### src/rtl/hazard_scoreboard_if.sv
// Decoder <-> hazard controller bundle: requests from decode, stall/reset controls back.
// master = decode/pipeline side, slave = hazard_scoreboard.
interface hazard_scoreboard_if #(
    parameter int NUM_CLASSES = 4,
    parameter int NUM_EXT     = 3,
    parameter int CNT_W       = 16
);
    logic [NUM_CLASSES-1:0] rd_req;
    logic [NUM_CLASSES-1:0] wr_req;
    logic [NUM_EXT-1:0]     ext_stall;
    logic                   flush_req;
    logic                   flush_ext_en;
    logic                   interrupt;
    logic                   hazard;
    logic [NUM_CLASSES-1:0] hazard_class;
    logic                   decoder_flush;
    logic                   decoder_rst;
    logic [CNT_W-1:0]       stall_cycles;

    modport master (
        output rd_req, wr_req, ext_stall,
        output flush_req, flush_ext_en, interrupt,
        input  hazard, hazard_class, decoder_flush,
        input  decoder_rst, stall_cycles
    );

    modport slave (
        input  rd_req, wr_req, ext_stall,
        input  flush_req, flush_ext_en, interrupt,
        output hazard, hazard_class, decoder_flush,
        output decoder_rst, stall_cycles
    );
endinterface

### src/rtl/hazard_scoreboard.sv
// NeonFox RAW scoreboard, stall and decoder flush/reset sequencer.
// Optional stall counter enabled by defining HAZARD_PERF_EN.
module hazard_scoreboard #(
    parameter int NUM_CLASSES = 4,
    parameter int PIPE_DEPTH  = 3,
    parameter int NUM_EXT     = 3,
    parameter int FLUSH_EXT   = 2,
    parameter int RST_HOLD    = 2,
    parameter int CNT_W       = 16
) (
    input logic               clk,
    input logic               rst,
    hazard_scoreboard_if.slave bus
);
    localparam int HW = $clog2(RST_HOLD + 2);
    localparam int FW = $clog2(FLUSH_EXT + 1);

    logic [NUM_CLASSES-1:0] sb [PIPE_DEPTH];
    logic [NUM_CLASSES-1:0] inflight;
    logic [HW-1:0]          hold_cnt;
    logic [FW-1:0]          flush_cnt;
    logic                   frozen;
    logic                   raw;
    logic                   ext_flush;
    logic                   dec_rst;

    always_comb begin
        inflight = '0;
        for (int k = 0; k < PIPE_DEPTH; k++) begin
            inflight = inflight | sb[k];
        end
    end

    // sb may hold stale entries during the reset cycle itself
    assign bus.hazard_class = rst ? '0 : (bus.rd_req & inflight);
    assign raw              = |bus.hazard_class;
    assign frozen           = |bus.ext_stall;
    assign bus.hazard       = raw | frozen;
    assign ext_flush        = bus.flush_req & bus.flush_ext_en;
    assign bus.decoder_flush = bus.flush_req;

    assign dec_rst = rst
                   | (hold_cnt != '0)
                   | (flush_cnt != '0)
                   | bus.interrupt
                   | ext_flush;
    assign bus.decoder_rst = dec_rst;

    always_ff @(posedge clk) begin
        if (rst) begin
            for (int k = 0; k < PIPE_DEPTH; k++) begin
                sb[k] <= '0;
            end
            hold_cnt  <= HW'(RST_HOLD);
            flush_cnt <= '0;
        end else if (!frozen) begin
            for (int k = 1; k < PIPE_DEPTH; k++) begin
                sb[k] <= sb[k-1];
            end
            sb[0] <= (raw | dec_rst | bus.flush_req) ? '0 : bus.wr_req;
            if (hold_cnt != '0) begin
                hold_cnt <= hold_cnt - HW'(1);
            end
            if (ext_flush) begin
                flush_cnt <= FW'(FLUSH_EXT - 1);
            end else if (flush_cnt != '0) begin
                flush_cnt <= flush_cnt - FW'(1);
            end
        end
    end

`ifdef HAZARD_PERF_EN
    logic [CNT_W-1:0] stall_q;

    always_ff @(posedge clk) begin
        if (rst) begin
            stall_q <= '0;
        end else if (bus.hazard && (stall_q != '1)) begin
            stall_q <= stall_q + CNT_W'(1);
        end
    end

    assign bus.stall_cycles = stall_q;
`else
    assign bus.stall_cycles = '0;
`endif
endmodule

### src/flat_wrapper.sv
// flat-port wrapper written by rule: the top's interface ports become plain ports
module hazard_scoreboard_flat 
#(
    parameter int NUM_CLASSES = 4,
    parameter int PIPE_DEPTH  = 3,
    parameter int NUM_EXT     = 3,
    parameter int FLUSH_EXT   = 2,
    parameter int RST_HOLD    = 2,
    parameter int CNT_W       = 16
)
  (clk, rst, bus_rd_req, bus_wr_req, bus_ext_stall, bus_flush_req, bus_flush_ext_en, bus_interrupt, bus_hazard, bus_hazard_class, bus_decoder_flush, bus_decoder_rst, bus_stall_cycles);
  hazard_scoreboard_if #(.NUM_CLASSES(NUM_CLASSES), .NUM_EXT(NUM_EXT), .CNT_W(CNT_W)) bus_i ();
  input logic clk;
  input logic rst;
  input wire logic [$bits(bus_i.rd_req)-1:0] bus_rd_req;
  input wire logic [$bits(bus_i.wr_req)-1:0] bus_wr_req;
  input wire logic [$bits(bus_i.ext_stall)-1:0] bus_ext_stall;
  input wire logic [$bits(bus_i.flush_req)-1:0] bus_flush_req;
  input wire logic [$bits(bus_i.flush_ext_en)-1:0] bus_flush_ext_en;
  input wire logic [$bits(bus_i.interrupt)-1:0] bus_interrupt;
  output wire logic [$bits(bus_i.hazard)-1:0] bus_hazard;
  output wire logic [$bits(bus_i.hazard_class)-1:0] bus_hazard_class;
  output wire logic [$bits(bus_i.decoder_flush)-1:0] bus_decoder_flush;
  output wire logic [$bits(bus_i.decoder_rst)-1:0] bus_decoder_rst;
  output wire logic [$bits(bus_i.stall_cycles)-1:0] bus_stall_cycles;
  assign bus_i.rd_req = bus_rd_req;
  assign bus_i.wr_req = bus_wr_req;
  assign bus_i.ext_stall = bus_ext_stall;
  assign bus_i.flush_req = bus_flush_req;
  assign bus_i.flush_ext_en = bus_flush_ext_en;
  assign bus_i.interrupt = bus_interrupt;
  assign bus_hazard = bus_i.hazard;
  assign bus_hazard_class = bus_i.hazard_class;
  assign bus_decoder_flush = bus_i.decoder_flush;
  assign bus_decoder_rst = bus_i.decoder_rst;
  assign bus_stall_cycles = bus_i.stall_cycles;
  hazard_scoreboard #(.NUM_CLASSES(NUM_CLASSES), .PIPE_DEPTH(PIPE_DEPTH), .NUM_EXT(NUM_EXT), .FLUSH_EXT(FLUSH_EXT), .RST_HOLD(RST_HOLD), .CNT_W(CNT_W)) u_core (.clk(clk), .rst(rst), .bus(bus_i));
endmodule
### config.mk
export PLATFORM = sky130hd
export DESIGN_NAME = hazard_scoreboard_flat
export DESIGN_NICKNAME = d
export VERILOG_FILES = /design/src/rtl/hazard_scoreboard_if.sv /design/src/rtl/hazard_scoreboard.sv /design/src/flat_wrapper.sv
export SDC_FILE = /design/constraint.sdc
export NUM_CORES = 1
export LEC_CHECK = 0
export ABC_AREA = 1
export BUFFER_PORTS_ARGS = -buffer_cell sky130_fd_sc_hd__buf_2
export CAP_MARGIN = 20
export CORE_MARGIN = 2
export CORE_UTILIZATION = 35
export CTS_CLUSTER_SIZE = 24
export DETAILED_ROUTE_END_ITERATION = 12
export MAX_ROUTING_LAYER = met4
export PLACE_DENSITY = 0.71
export SYNTH_ARGS = -nofsm -noshare
export SYNTH_HDL_FRONTEND = slang
export SYNTH_SLANG_ARGS = --single-unit
### constraint.sdc
create_clock -name clk -period 2.7 [get_ports clk]
set_clock_uncertainty 0.2 [all_clocks]
set_input_delay 0.135 -clock clk [delete_from_list [all_inputs] [get_ports clk]]
set_output_delay 0.135 -clock clk [all_outputs]
set_load 0.005 [all_outputs]
[Word level (Yosys, flattened, before mapping)]
Memories as Yosys holds them, arrays and structs flattened.
Cells that the tools add are included.
Cells by class
  add/subtract/negate cells: 2
  multiplexer cells: 12
  bitwise operators: 15
  reduce and logical (&&, ||, !) cells: 7
Operators with widths (number)
  4-bit 2-to-1 mux: 5
  1-bit bitwise OR: 10
  4-bit bitwise OR: 2
  2-bit nonzero test: 3
  1-bit 2-to-1 mux: 5
  4-bit AND: 1
  2-bit 2-to-1 mux: 2
  2-bit AND reduction: 2
  4-bit OR reduction: 1
  2-bit by 1-bit subtractor with 2-bit output (second input constant): 2
  3-bit OR reduction: 1
  1-bit AND: 1
  1-bit NOT: 1
Storage, ports and cells
  bits in registers: 4
  RAM bits: 12
  input bits: 16
  output and inout port bits: 23
  word-level logic and storage cells: 39
  memories kept: 1
Memory list
  u_core.sb: words 3, width 4, rd ports 3, clocked after Yosys merged registers in 0, write ports 3, RTL line hazard_scoreboard.sv:18  | logic [NUM_CLASSES-1:0] sb [PIPE_DEPTH];

[Depth between registers and ports, before layout]
An unclocked memory read counts as a cell.
  word-level depth: 10
  gate-level depth with buffers: 8
  depth with buffers taken out: 8

[Least setup slack after synthesis]
No wires, ideal clock.
  path kind: register to register
  from: register u_core.hold_cnt[0]
  to: memory u_core.sb[0][0], data pin
  library setup time: 0.251 ns
  arrival time: 0.876 ns
  data required time: 2.249 ns
  path slack: 1.372 ns
  cell stages (with the launch flop): 9
  buffers on the path: 0
  period minus slack after synthesis: 1.328 ns
  cells stage by stage: dfxtp_1 -> inv_1 -> ha_1 -> nand2_2 -> nor2_4 -> nand3_2 -> nor2_2 -> nand2_2 -> nor2_1
RTL lines
  from (decl): RTL line hazard_scoreboard.sv:20  | logic [HW-1:0] hold_cnt;
  from (signal assigned): RTL line hazard_scoreboard.sv:54  | hold_cnt <= HW'(RST_HOLD);
  from (signal assigned): RTL line hazard_scoreboard.sv:62  | hold_cnt <= hold_cnt - HW'(1);
  to (decl): RTL line hazard_scoreboard.sv:18

[Worst setup path in the final report]
  from: input rst
  to: output bus_hazard
Between the ends
  cells in the longest elaborated chain, start to end: 3
Ends and longest elaborated chain
  from (decl): RTL line flat_wrapper.sv:14  | input logic rst;
  4-bit 2-to-1 mux: RTL line hazard_scoreboard.sv:35  | assign bus.hazard_class = rst ? '0 : (bus.rd_req & inflight);
  4-bit OR reduction: RTL line hazard_scoreboard.sv:36  | assign raw = |bus.hazard_class;
  1-bit bitwise OR: RTL line hazard_scoreboard.sv:38  | assign bus.hazard = raw | frozen;
  to (decl): RTL line flat_wrapper.sv:21  | output wire logic [$bits(bus_i.hazard)-1:0] bus_hazard;
Every way passes these cells.

==> flow_metrics.py <==
metrics = {
    "status": {
        "status": "complete, no violations",
    },
    "global_routing": {
        "use_met1": 0.136,
        "use_met3": 0.0227,
        "grt.met2_usage": 0.166,
        "antenna_found_initial": 0,
        "grt_overflow_total": 0,
        "grt.busiest_layer": "met2",
        "grt_pass1_vias": 650,
        "grt_pass1_wl_um": 2620,
        "grt_max_degree": 13,
        "grt_use_total": 0.105,
    },
    "synth": {
        "ys_ff_latch": 16,
        "synth.top_cell.area_share": 0.361,
        "synth.avg_cell_area_um2": 7.99,
        "yosysTopAreaCell": "edfxtp_1",
        "yosys-top-cells-area": "edfxtp_1 36%, buf_4 13%, inv_1 11%",
        "syn_area_um2": 998,
        "ys_types": 18,
        "synthCells": 125,
        "seq_area_frac_synth": 0.441,
        "ys_warn_count": 0,
    },
    "place": {
        "dp_hpwl_um": 1310,
        "numPlacedInstances": 176,
        "place_congestion": 0.794,
        "portBuffers": 22,
    },
    "routing": {
        "drtIter0Drc": 10,
        "via_per_inst": 4.03,
        "drcViolationCount": 0,
        "drtPass1Iterations": 4,
        "vias": 746,
        "ant_nets": 0,
        "wirelength_um": 1620,
        "routedWlPerCell_um": 8.75,
    },
    "layout": {
        "multi_input_area_um2": 370,
        "fillers": 293,
        "fin_nets": 173,
        "final_cell_mix": "29 x inv_1, 24 x nor2_1, 22 x buf_2",
        "regArea_um2": 440,
        "layout_commonest_cell": "inv_1",
        "antenna_cells": 0,
        "fin_cells": 185,
        "area_growth_pct": 15.4,
        "drive_gt1_frac": 0.253,
    },
    "clocking": {
        "numCtsBuffers": 3,
        "clk_pin_slew_worst_paths_ns": 0.09,
        "cts_root_buf": "clkbuf_4",
        "clkLatencyLatePin_ns": 0.28,
        "cts_resized": 0,
        "cts_buffer_depth": 2,
        "numClockSinks": 16,
        "cts_tree": "yes",
        "htreeDepth": 1,
        "postCtsSetupBuffers": 0,
    },
    "setup_path": {
        "cp_data_arrival_time_ns": 1.37,
        "cp_slowest_cell": "dlygate4sd3_1",
        "max_stage_delay_ns": 0.52,
        "worst-path-stages": 8,
        "path_buf_inv": 3,
        "reg2regPathDepth": 8,
        "crit_chain": "dlygate4sd3_1, buf_2, nor2_1, nand2_1, nand2_2, nor2_4, nand2_1, buf_2",
        "required_ns": 2.37,
        "critPathKind": "in2out",
        "worst_setup_path_end_kind": "primary output",
        "critPathLaunchType": "input pin",
        "path_max_fanout": 7,
        "critPathTopFamily": "buffers and inverters",
    },
    "timing": {
        "rsz0062_at_grt": "no",
        "min_period_over_period": 0.631,
        "final.setup.tns_ns": 0,
        "setup_viol": 0,
        "clock.fmax_mhz": 587,
        "hold_viol_final": 0,
        "whs_ns": 0.0761,
        "post-route-min-period_ns": 1.70,
        "final_max_slew_viol_count": 0,
    },
    "hold_path": {
        "hp-class": "in2reg",
        "holdPathStages": 4,
    },
    "floorplan": {
        "io-pin-count": 39,
        "die-area_um2": 3300,
        "fp.dieH_um": 57.4,
        "rows": 19,
        "die_width_um": 57.4,
        "core_area_um2": 2730,
        "initial_core_util": 0.365,
    },
    "power_and_ir_drop": {
        "p_leak_uw": 0.000614,
        "powerDensity_nw_per_um2": 418,
        "ir_drop_v": 0.000240,
        "p_total_uw": 481,
    },
    "flow_run": {
        "cap_violations": 0,
    },
}
[logic make-up after synthesis]
kind of cell | share of synthesized area
other cells | 0.00376
fa+ha+maj | 0.0251
buf+inv | 0.244
simple gates | 0.232
flops | 0.441
compound gates | 0.0539
[timing repair]
item | in CTS | in global routing
hold buffers | 5 | 0
hold endpoints to repair | 6 | 0
endpoints found under the setup margin | 0 | 0
[worst reg2reg max path: cells and delay by family, from the launching register on]
| family | cells | cell delay [ns] |
|---|---|---|
| AOI/OAI and AO/OA | 1 | 0.15 |
| adders and majority gates | 1 | 0.15 |
| buffers and inverters | 2 | 0.13 |
| DFF | 1 | 0.32 |
| and+or+nand+nor | 4 | 0.38 |
[power by group]
part	internal [µW]	switching, µW
registers	275	3.93
logic	30.7	45.2
clock network	53.6	72.6
[layout make-up]
class | instances | area share
repair buffers | 27 | 0.139
inverters | 31 | 0.101
clock inverters | 1 | 0.00326
clock buffers | 3 | 0.0195
well taps | 31 | 0.0337
multi-input cells | 76 | 0.321
flip-flops and latches | 16 | 0.382
[layer usage]
| metal | up-vias | share of wire |
|---|---|---|
| li1 | 392 | - |
| met1 | 331 | 0.44 |
| met2 | 21 | 0.50 |
| met3 | 2 | 0.051 |
| met4 | 0 | 0.0099 |
| met5 | - | 0 |
[final timing paths]
check	startpoint	end	slack, ns
worst max-delay path	rst	bus_hazard	1.0
worst min-delay path	bus_flush_ext_en	u_core.flush_cnt[0]	0.08
worst max register to register	u_core.flush_cnt[0]	u_core.sb[0][1]	1.21
worst min register to register	u_core.hold_cnt[0]	u_core.hold_cnt[0]	0.29
[sequential cells by signal (all words and copies together), names as in the netlist]
name,cells
u_core.hold_cnt,2
u_core.sb,12
u_core.flush_cnt,2
[through the flow]
stage / instance area, µm² / setup slack (ns) / util
after global routing: 1150 / 0.891 / 0.422
after floorplan: 1050 / 1.37 / -
after global placement: 1080 / 1.25 / 0.394
final: 1150 / 0.997 / 0.422
after CTS: 1150 / 0.986 / 0.422
after detailed placement: 1080 / 1.23 / 0.394
[synth_stat cells, drive strengths merged]
library cell  count
inv              30
nor2             28
nand2            21
buf              17
edfxtp           12
dfxtp             4
o21ai             4
a21oi             3
ha                2
clkinv            1
conb              1
nand3             1
o211ai            1
Note: power is estimated with default switching activity, not from simulation.
